<file path="src/rtl/pulse_period_meter_pkg.sv">
// Shared types for the pulse period meter: FSM state encoding.
package pulse_meter_pkg;

  typedef enum logic [1:0] {
    S_IDLE,
    S_MEASURE,
    S_OVERFLOW
  } meter_state_t;

endpackage

</file>
<file path="src/rtl/pulse_period_meter_if.sv">
// Strobe/measurement bundle between a strobe source/consumer (master) and the meter (slave).
interface pulse_period_meter_if #(
  parameter int N = 8
);
  logic         ena;
  logic         pulse_in;
  logic [N-1:0] ticks;
  logic         valid;
  logic         overflow;
  logic         locked;

  modport master (
    output ena, pulse_in,
    input  ticks, valid, overflow, locked
  );

  modport slave (
    input  ena, pulse_in,
    output ticks, valid, overflow, locked
  );
endinterface

</file>
<file path="src/rtl/pulse_period_meter_sync.sv">
// Two-flop synchronizer for asynchronous strobe sources; only built with PULSE_METER_SYNC_EN.
`ifdef PULSE_METER_SYNC_EN
module synchronizer #(
  parameter int WIDTH = 1
) (
  input  logic             clk,
  input  logic             rst,
  input  logic [WIDTH-1:0] d,
  output logic [WIDTH-1:0] q
);
  logic [WIDTH-1:0] meta;

  always_ff @(posedge clk) begin
    if (rst) begin
      meta <= '0;
      q    <= '0;
    end else begin
      meta <= d;
      q    <= meta;
    end
  end
endmodule
`endif

</file>
<file path="src/rtl/pulse_period_meter.sv">
// Measures spacing of 1-cycle strobes, reported as (cycles between pulses) - 1.
// Define PULSE_METER_SYNC_EN to pass pulse_in through a 2-flop synchronizer first.
module pulse_period_meter
  import pulse_meter_pkg::*;
#(
  parameter int N          = 8,
  parameter int LOCK_COUNT = 2
) (
  input  logic                 clk,
  input  logic                 rst,
  pulse_period_meter_if.slave  bus
);
  localparam int MW = $clog2(LOCK_COUNT + 1);
  localparam logic [N-1:0]  CNT_MAX   = {N{1'b1}};
  localparam logic [MW-1:0] MATCH_MAX = MW'(LOCK_COUNT);

  logic pulse;

`ifdef PULSE_METER_SYNC_EN
  logic [0:0] pulse_sync;
  synchronizer #(.WIDTH(1)) u_sync (
    .clk (clk),
    .rst (rst),
    .d   (bus.pulse_in),
    .q   (pulse_sync)
  );
  assign pulse = pulse_sync[0];
`else
  assign pulse = bus.pulse_in;
`endif

  meter_state_t  state, state_n;
  logic [N-1:0]  counter, counter_n;
  logic [N-1:0]  ticks, ticks_n;
  logic          valid, valid_n;
  logic          overflow, overflow_n;
  logic          locked, locked_n;
  logic [MW-1:0] match, match_n;

  // match is the length of the current run of identical measurements; a differing
  // measurement starts a new run of one rather than zero.
  always_comb begin
    state_n    = state;
    counter_n  = counter;
    ticks_n    = ticks;
    valid_n    = 1'b0;
    overflow_n = overflow;
    locked_n   = locked;
    match_n    = match;
    if (!bus.ena) begin
      state_n   = S_IDLE;
      counter_n = '0;
      locked_n  = 1'b0;
      match_n   = '0;
    end else begin
      case (state)
        S_IDLE: begin
          counter_n = '0;
          if (pulse) state_n = S_MEASURE;
        end
        S_MEASURE: begin
          if (pulse) begin
            ticks_n   = counter;
            valid_n   = 1'b1;
            counter_n = '0;
            if (match != '0 && counter == ticks)
              match_n = (match == MATCH_MAX) ? match : match + 1'b1;
            else
              match_n = MW'(1);
            locked_n = (match_n >= MATCH_MAX);
          end else if (counter == CNT_MAX) begin
            state_n    = S_OVERFLOW;
            overflow_n = 1'b1;
            locked_n   = 1'b0;
            match_n    = '0;
          end else begin
            counter_n = counter + 1'b1;
          end
        end
        S_OVERFLOW: begin
          counter_n = CNT_MAX;
          if (pulse) begin
            state_n    = S_MEASURE;
            counter_n  = '0;
            overflow_n = 1'b0;
          end
        end
        default: begin
          state_n   = S_IDLE;
          counter_n = '0;
        end
      endcase
    end
  end

  always_ff @(posedge clk) begin
    if (rst) begin
      state    <= S_IDLE;
      counter  <= '0;
      ticks    <= '0;
      valid    <= 1'b0;
      overflow <= 1'b0;
      locked   <= 1'b0;
      match    <= '0;
    end else begin
      state    <= state_n;
      counter  <= counter_n;
      ticks    <= ticks_n;
      valid    <= valid_n;
      overflow <= overflow_n;
      locked   <= locked_n;
      match    <= match_n;
    end
  end

  assign bus.ticks    = ticks;
  assign bus.valid    = valid;
  assign bus.overflow = overflow;
  assign bus.locked   = locked;
endmodule
</file>
<file path="src/flat_wrapper.sv">
// flat-port wrapper written by rule: the top's interface ports become plain ports
module pulse_period_meter_flat import pulse_meter_pkg::*;
#(
  parameter int N          = 8,
  parameter int LOCK_COUNT = 2
)
  (clk, rst, bus_ena, bus_pulse_in, bus_ticks, bus_valid, bus_overflow, bus_locked);
  pulse_period_meter_if #(.N(N)) bus_i ();
  input  logic clk;
  input  logic rst;
  input wire logic [$bits(bus_i.ena)-1:0] bus_ena;
  input wire logic [$bits(bus_i.pulse_in)-1:0] bus_pulse_in;
  output wire logic [$bits(bus_i.ticks)-1:0] bus_ticks;
  output wire logic [$bits(bus_i.valid)-1:0] bus_valid;
  output wire logic [$bits(bus_i.overflow)-1:0] bus_overflow;
  output wire logic [$bits(bus_i.locked)-1:0] bus_locked;
  assign bus_i.ena = bus_ena;
  assign bus_i.pulse_in = bus_pulse_in;
  assign bus_ticks = bus_i.ticks;
  assign bus_valid = bus_i.valid;
  assign bus_overflow = bus_i.overflow;
  assign bus_locked = bus_i.locked;
  pulse_period_meter #(.N(N), .LOCK_COUNT(LOCK_COUNT)) u_core (.clk(clk), .rst(rst), .bus(bus_i));
endmodule
</file>
<file path="config.mk">
export PLATFORM = sky130hd
export DESIGN_NAME = pulse_period_meter_flat
export DESIGN_NICKNAME = d
export VERILOG_FILES = /design/src/rtl/pulse_period_meter_pkg.sv /design/src/rtl/pulse_period_meter_if.sv /design/src/rtl/pulse_period_meter_sync.sv /design/src/rtl/pulse_period_meter.sv /design/src/flat_wrapper.sv
export SDC_FILE = /design/constraint.sdc
export NUM_CORES = 1
export LEC_CHECK = 0
export BUFFER_PORTS_ARGS = -buffer_cell sky130_fd_sc_hd__buf_2
export CAP_MARGIN = 10
export CELL_PAD_IN_SITES_DETAIL_PLACEMENT = 0
export CELL_PAD_IN_SITES_GLOBAL_PLACEMENT = 1
export CORE_ASPECT_RATIO = 0.6
export CORE_MARGIN = 3
export CORE_UTILIZATION = 46
export CTS_CLUSTER_DIAMETER = 50
export DETAILED_ROUTE_END_ITERATION = 6
export PLACE_DENSITY_LB_ADDON = 0.08
export SYNTH_ARGS = -nofsm -noshare
export SYNTH_HDL_FRONTEND = slang
export SYNTH_SLANG_ARGS = --single-unit
</file>
<file path="constraint.sdc">
create_clock -name clk -period 3.75 [get_ports clk]
set_input_delay 0.375 -clock clk [delete_from_list [all_inputs] [get_ports clk]]
set_output_delay 0.375 -clock clk [all_outputs]
set_load 0.1 [all_outputs]
</file>
After elaboration in Yosys (flattened, before gate mapping)
Index checks and enable logic that the tools add are counted.

storage, ports and cells
  input bits = 4
  output and inout bits = 11
  logic and storage cells = 56
  register bits after elaboration = 23

operators by class
  equal/unequal tests = 10
  mux-type cells = 22
  magnitude comparators = 1
  bitwise logic cells = 2
  $add $sub $neg = 2
  reductions and logical operators = 12

operators with widths
  cell                 count
  $mux 8               3
  $mux 2               10
  $pmux 8 s2           1
  $add 8x1->8 const B  1
  $eq 8x8->1           1
  $eq 8x8->1 const B   1
  $mux 1               6
  $reduce_and 3->1     2
  $reduce_bool 2->1    3
  $reduce_and 5->1     1
  $eq 2x2->1 const B   2
  $ne 2x1->1 const B   2
  $ne 2x2->1 const B   2
  $pmux 2 s2           1
  $reduce_or 2->1      2
  $ne 3x3->1 const B   1
  $reduce_or 3->1      1
  $add 2x1->2 const B  1
  $eq 2x1->1 const B   1
  $ge 2x2->1 const B   1
  $logic_not 2->1      1
  $not 1->1            2
  $pmux 1 s2           1
  $reduce_and 2->1     1
  $logic_and 1x1->1    1

Logic depth before layout (Yosys ltp)
  depth after elaboration = 8
  depth in mapped cells = 7
  mapped depth without buffers = 6

Worst setup path before layout
Ideal clock, no wire load.

  path type = reg-to-reg
  start point = register u_core.ticks[6] (netlist: u_core.bus.ticks[6])
  end point = register u_core.match[0]
  arrival time = 1967 ps
  cell stages (with the launch flop) = 5
  clock period less this slack = 2081 ps
  library setup time = 114 ps
  path slack = 1669 ps
  data required time = 3636 ps
  cells stage by stage = dfxtp_1 xor2_1 or4_1 a22o_1 a21o_1

on the way
  cells in the longest elaborated chain, start to end = 7

ends and longest elaborated chain
  what                    line                       RTL
  from (decl)             pulse_period_meter.sv:34   logic [N-1:0] ticks, ticks_n;
  from (signal assigned)  pulse_period_meter.sv:108  ticks <= ticks_n;
  $eq 8x8->1              pulse_period_meter.sv:66   if (match != '0 && counter == ticks)
  $logic_and 1x1->1       pulse_period_meter.sv:66
  $mux 2                  pulse_period_meter.sv:66
  $mux 2                  pulse_period_meter.sv:62   if (pulse) begin
  $mux 2                  pulse_period_meter.sv:56   case (state)
  $mux 2                  pulse_period_meter.sv:50   if (!bus.ena) begin
  $mux 2                  pulse_period_meter.sv:62
  to (signal assigned)    pulse_period_meter.sv:112  match <= match_n;
  to (decl)               pulse_period_meter.sv:38   logic [MW-1:0] match, match_n;

No other way between the ends. The select of a mux whose other input is x is not followed.
A chain may end at the register's enable or synchronous reset.

Final worst setup path
  start point = register u_core.state[1]
  end point = register u_core.counter[5]

on the way
  cells in the longest elaborated chain, start to end = 2
  elaborated cells between the ends (all ways) = 4
  those cells by class = 3 x eq/ne; 1 x mux

ends and longest elaborated chain
  what                                             line                       RTL
  from (decl)                                      pulse_period_meter.sv:32   meter_state_t state, state_n;
  from (signal assigned)                           pulse_period_meter.sv:106  state <= state_n;
  $eq 2x2->1 / $eq 2x1->1 (equally long branches)  pulse_period_meter.sv:56
  $pmux 8 s2 / $ne 3x3->1 (equally long branches)  -
  to (signal assigned)                             pulse_period_meter.sv:107  counter <= counter_n;
  to (decl)                                        pulse_period_meter.sv:33   logic [N-1:0] counter, counter_n;

Several ways; a longest one is shown, not always the timed one.

==> flow_summary_export.csv <==
group,metric,value,unit
synth,synth_edf_count,0,
routing,dr.pass1.iters,4,
synth,synth.distinct_cells,39,
clocking,cts_setup_buffers,0,
sta,tns,0,ns
worst_setup_path,endpoint,"u_core.counter[5]$_SDFFE_PP0P_",
synth,syn_area_per_cell,8.983,µm²
clocking,cts_sinks,23,
synth,ys_seq_area_share,36.87,%
worst_setup_path,startpoint,"u_core.state[1]$_SDFFE_PP0P_",
synth,yosys.area.top_type_share,36.87,%
final_layout,fin_cells,181,
clocking,cts_root_buf,"clkbuf_8",
floorplan,io-pin-count,15,
clocking,htree_levels,1,
worst_setup_path,crit_arrival,2.23,ns
synth,synth_top_cell_by_area,"dfxtp_1",
sta,period_minus_slack,2.029,ns
grt,grt_pass1_vias,908,
sta,finalMaxSlewViolations,0,
final_layout,fin_nets,162,
routing,wl,2.653,mm
final_layout,area_growth,10.02,%
clocking,cts_buffers,3,
floorplan,rows,13,
sta,min_period_over_period,54.11,%
pwr,max-vdd-ir-drop,174.7,µV
grt,grt_max_degree,14,
grt,antenna_found_initial,0,
sta,setup-violations-final,0,
routing,dr.first_iter.drc_count,68,
synth,syn_area,0.001249,mm²
grt,track_usage,18.12,%
grt,grt-busiest-layer,"met1",
final_layout,layout_common_cells,"23 x dfxtp_1, 14 x buf_2, 13 x nor2_1",
synth,synth-seq-cells,23,
sta,max_slew_margin,62.93,%
routing,vias_per_cell,5.547,
run,maxCapViolCount,0,
clocking,post_cts_resized,0,
synth,ys.flop_type,"dfxtp_1",
worst_setup_path,worstSetupEndpointType,"register",
sta,skew,0.004815,ns
routing,routed-via-count,1004,
worst_setup_path,rr_startpoint,"u_core.state[1]$_SDFFE_PP0P_",
final_layout,nFillCells,221,
grt,grt.met2_usage,23.27,%
worst_setup_path,worstSetupPathType,"reg -> reg",
floorplan,fp.dieArea,0.003396,mm²
placement,hpwl,2.045,mm
synth,async_reset_ff_share,0,%
worst_setup_path,r2r_end,"u_core.counter[5]$_SDFFE_PP0P_",
sta,hold_violations,0,
worst_setup_path,ff2ff_path_depth,6,
synth,ys_warn_count,0,
final_layout,drive_gt1_share,13.91,%
floorplan,start_util,52.94,%
worst_setup_path,startpoint_type,"register",
worst_setup_path,crit_fanout,13,
floorplan,fp.dieW,73.26,µm
placement,dp.cells,177,
final_layout,layout_commonest_cell,"dfxtp_1",
grt,met3_usage,5.229,%
clocking,path_clk_slew,0.08,ns
routing,detail_route.wl_per_cell,14.66,µm
final_layout,diodes,0,
placement,numPortBuffers,14,
clocking,insertion_delay,0.26,ns
clocking,ctsHoldBuffers,0,
pwr,p_per_area,307.7,mW/mm²
pwr,p_leak,0.6419,nW
clocking,clockBufferDepth,2,
grt,met1_usage,28.78,%
worst_setup_path,critPathRequiredTime,3.95,ns
sta,fmax,0.4928,GHz
grt,grt-ovfl-total,0,
hold_path,holdCritPathClass,"reg -> reg",
placement,gp_congestion,0.8471,
clocking,cts_tree,"yes",
routing,antenna_left,0,
synth,netlist_instances,139,
synth,synth_nets,149,
floorplan,die_y,46.36,µm
routing,drc_errors,0,
grt,grt_pass1_wl,4.616,mm
synth,ys_top_cells_by_area,"dfxtp_1 37%, xor2_1 7.0%, mux2i_1 6.4%",
worst_setup_path,reg2reg_slack,1.72,ns
floorplan,core,0.002359,mm²
sta,worstMarginPinSlew,0.5544,ns
run_status,status,"finished, final reports clean",
sta,rsz0062_at_grt,"false",
==> routing by layer <==
| layer | part of all wire (%) | wire, µm | up-vias |
|---|---|---|---|
| met2 | 38 | 1019 | 19 |
| met4 | 0.30 | 8 | 0 |
| li1 | - | - | 517 |
| met3 | 4.7 | 125 | 2 |
| met5 | 0 | 0 | - |
| met1 | 57 | 1499 | 466 |
==> cells in the mapped netlist (2+ instances only) <==
cell      instances
dfxtp_1          23
nand2b_1          4
a21o_1            2
a21oi_1           6
xor2_1           10
or3_1             2
inv_1             6
nand2_1          12
nand3_1           8
o21ai_0           2
a31oi_1           2
ha_1              6
and4_1            3
nor2_1           13
xnor2_1           4
o21ai_1           3
clkbuf_1          4
mux2i_1           8
==> sequential cells by signal, summed over array words and instances (netlist names) <==
signal and count:
u_core.bus.valid 1, u_core.counter 8, u_core.bus.overflow 1, u_core.match 2, u_core.state 2, u_core.bus.locked 1, u_core.bus.ticks 8
==> worst max-delay path, cell delays in order, from the launching register on <==
cell     delay (ns)
dfxtp_1        0.35
inv_1          0.08
ha_1           0.42
inv_1          0.20
or4_4          0.61
a21o_1         0.21
o21ai_1        0.08
==> worst min path at each step <==
stage               cells after the start                          endpoint                          from  slack [ns]
floorplan                               2      u_core.match[1]$_SDFFE_PP0P_  u_core.match[1]$_SDFFE_PP0P_        0.42
global placement                        2      u_core.match[1]$_SDFFE_PP0P_  u_core.match[1]$_SDFFE_PP0P_        0.42
detailed placement                      2      u_core.match[1]$_SDFFE_PP0P_  u_core.match[1]$_SDFFE_PP0P_        0.43
CTS                                     2      u_core.match[1]$_SDFFE_PP0P_  u_core.match[1]$_SDFFE_PP0P_        0.44
global route                            2  u_core.bus.ticks[3]$_SDFFE_PP0P_                           rst        0.46
finish                                  2      u_core.match[1]$_SDFFE_PP0P_  u_core.match[1]$_SDFFE_PP0P_        0.44
==> final cells by class <==
class                   count  area (µm²)  share of cell area [%]
flip-flops and latches     23       460.4                   33.52
inverters                   6       22.52                   1.639
multi-input cells         104       738.2                   53.73
repair buffers             14       70.07                   5.100
clock buffers               4       45.04                   3.279
well taps                  30       37.54                   2.732
==> cell families (layout without fill, tap and decap cells) <==
family                     count (synthesis)  in the layout  synth area share [%]
muxes                                      8              8                 6.413
AOI/OAI and AO/OA                         22             22                 11.92
xor gates and xnor gates                  14             14                 9.819
adders and majority gates                  6              6                 6.012
buffers and inverters                     12             24                 4.007
and+or+nand+nor                           54             54                 24.95
DFF                                       23             23                 36.87
==> power breakdown <==
group,switching [W],internal [W]
Clock,0.0000738,0.0000757
Sequential,0.00000118,0.000245
Combinational,0.0000190,0.00000768
==> stage by stage <==
stage | hold slack [ns] | power [W] | setup slack (ns) | instance area [µm²] | utilization (%)
2_1_floorplan | 0.4156 | 0.0002719 | 1.669 | 1249 | -
3_3_place_gp | 0.4244 | 0.0002788 | 1.735 | 1329 | 56.34
5_1_grt | 0.4589 | 0.0004373 | 1.606 | 1374 | 58.25
4_1_cts | 0.4399 | 0.0004266 | 1.743 | 1374 | 58.25
3_5_place_dp | 0.4292 | 0.0002787 | 1.767 | 1329 | 56.34
6_report | 0.4369 | 0.0004228 | 1.721 | 1374 | 58.25
Power figures use the tool's default switching activity.
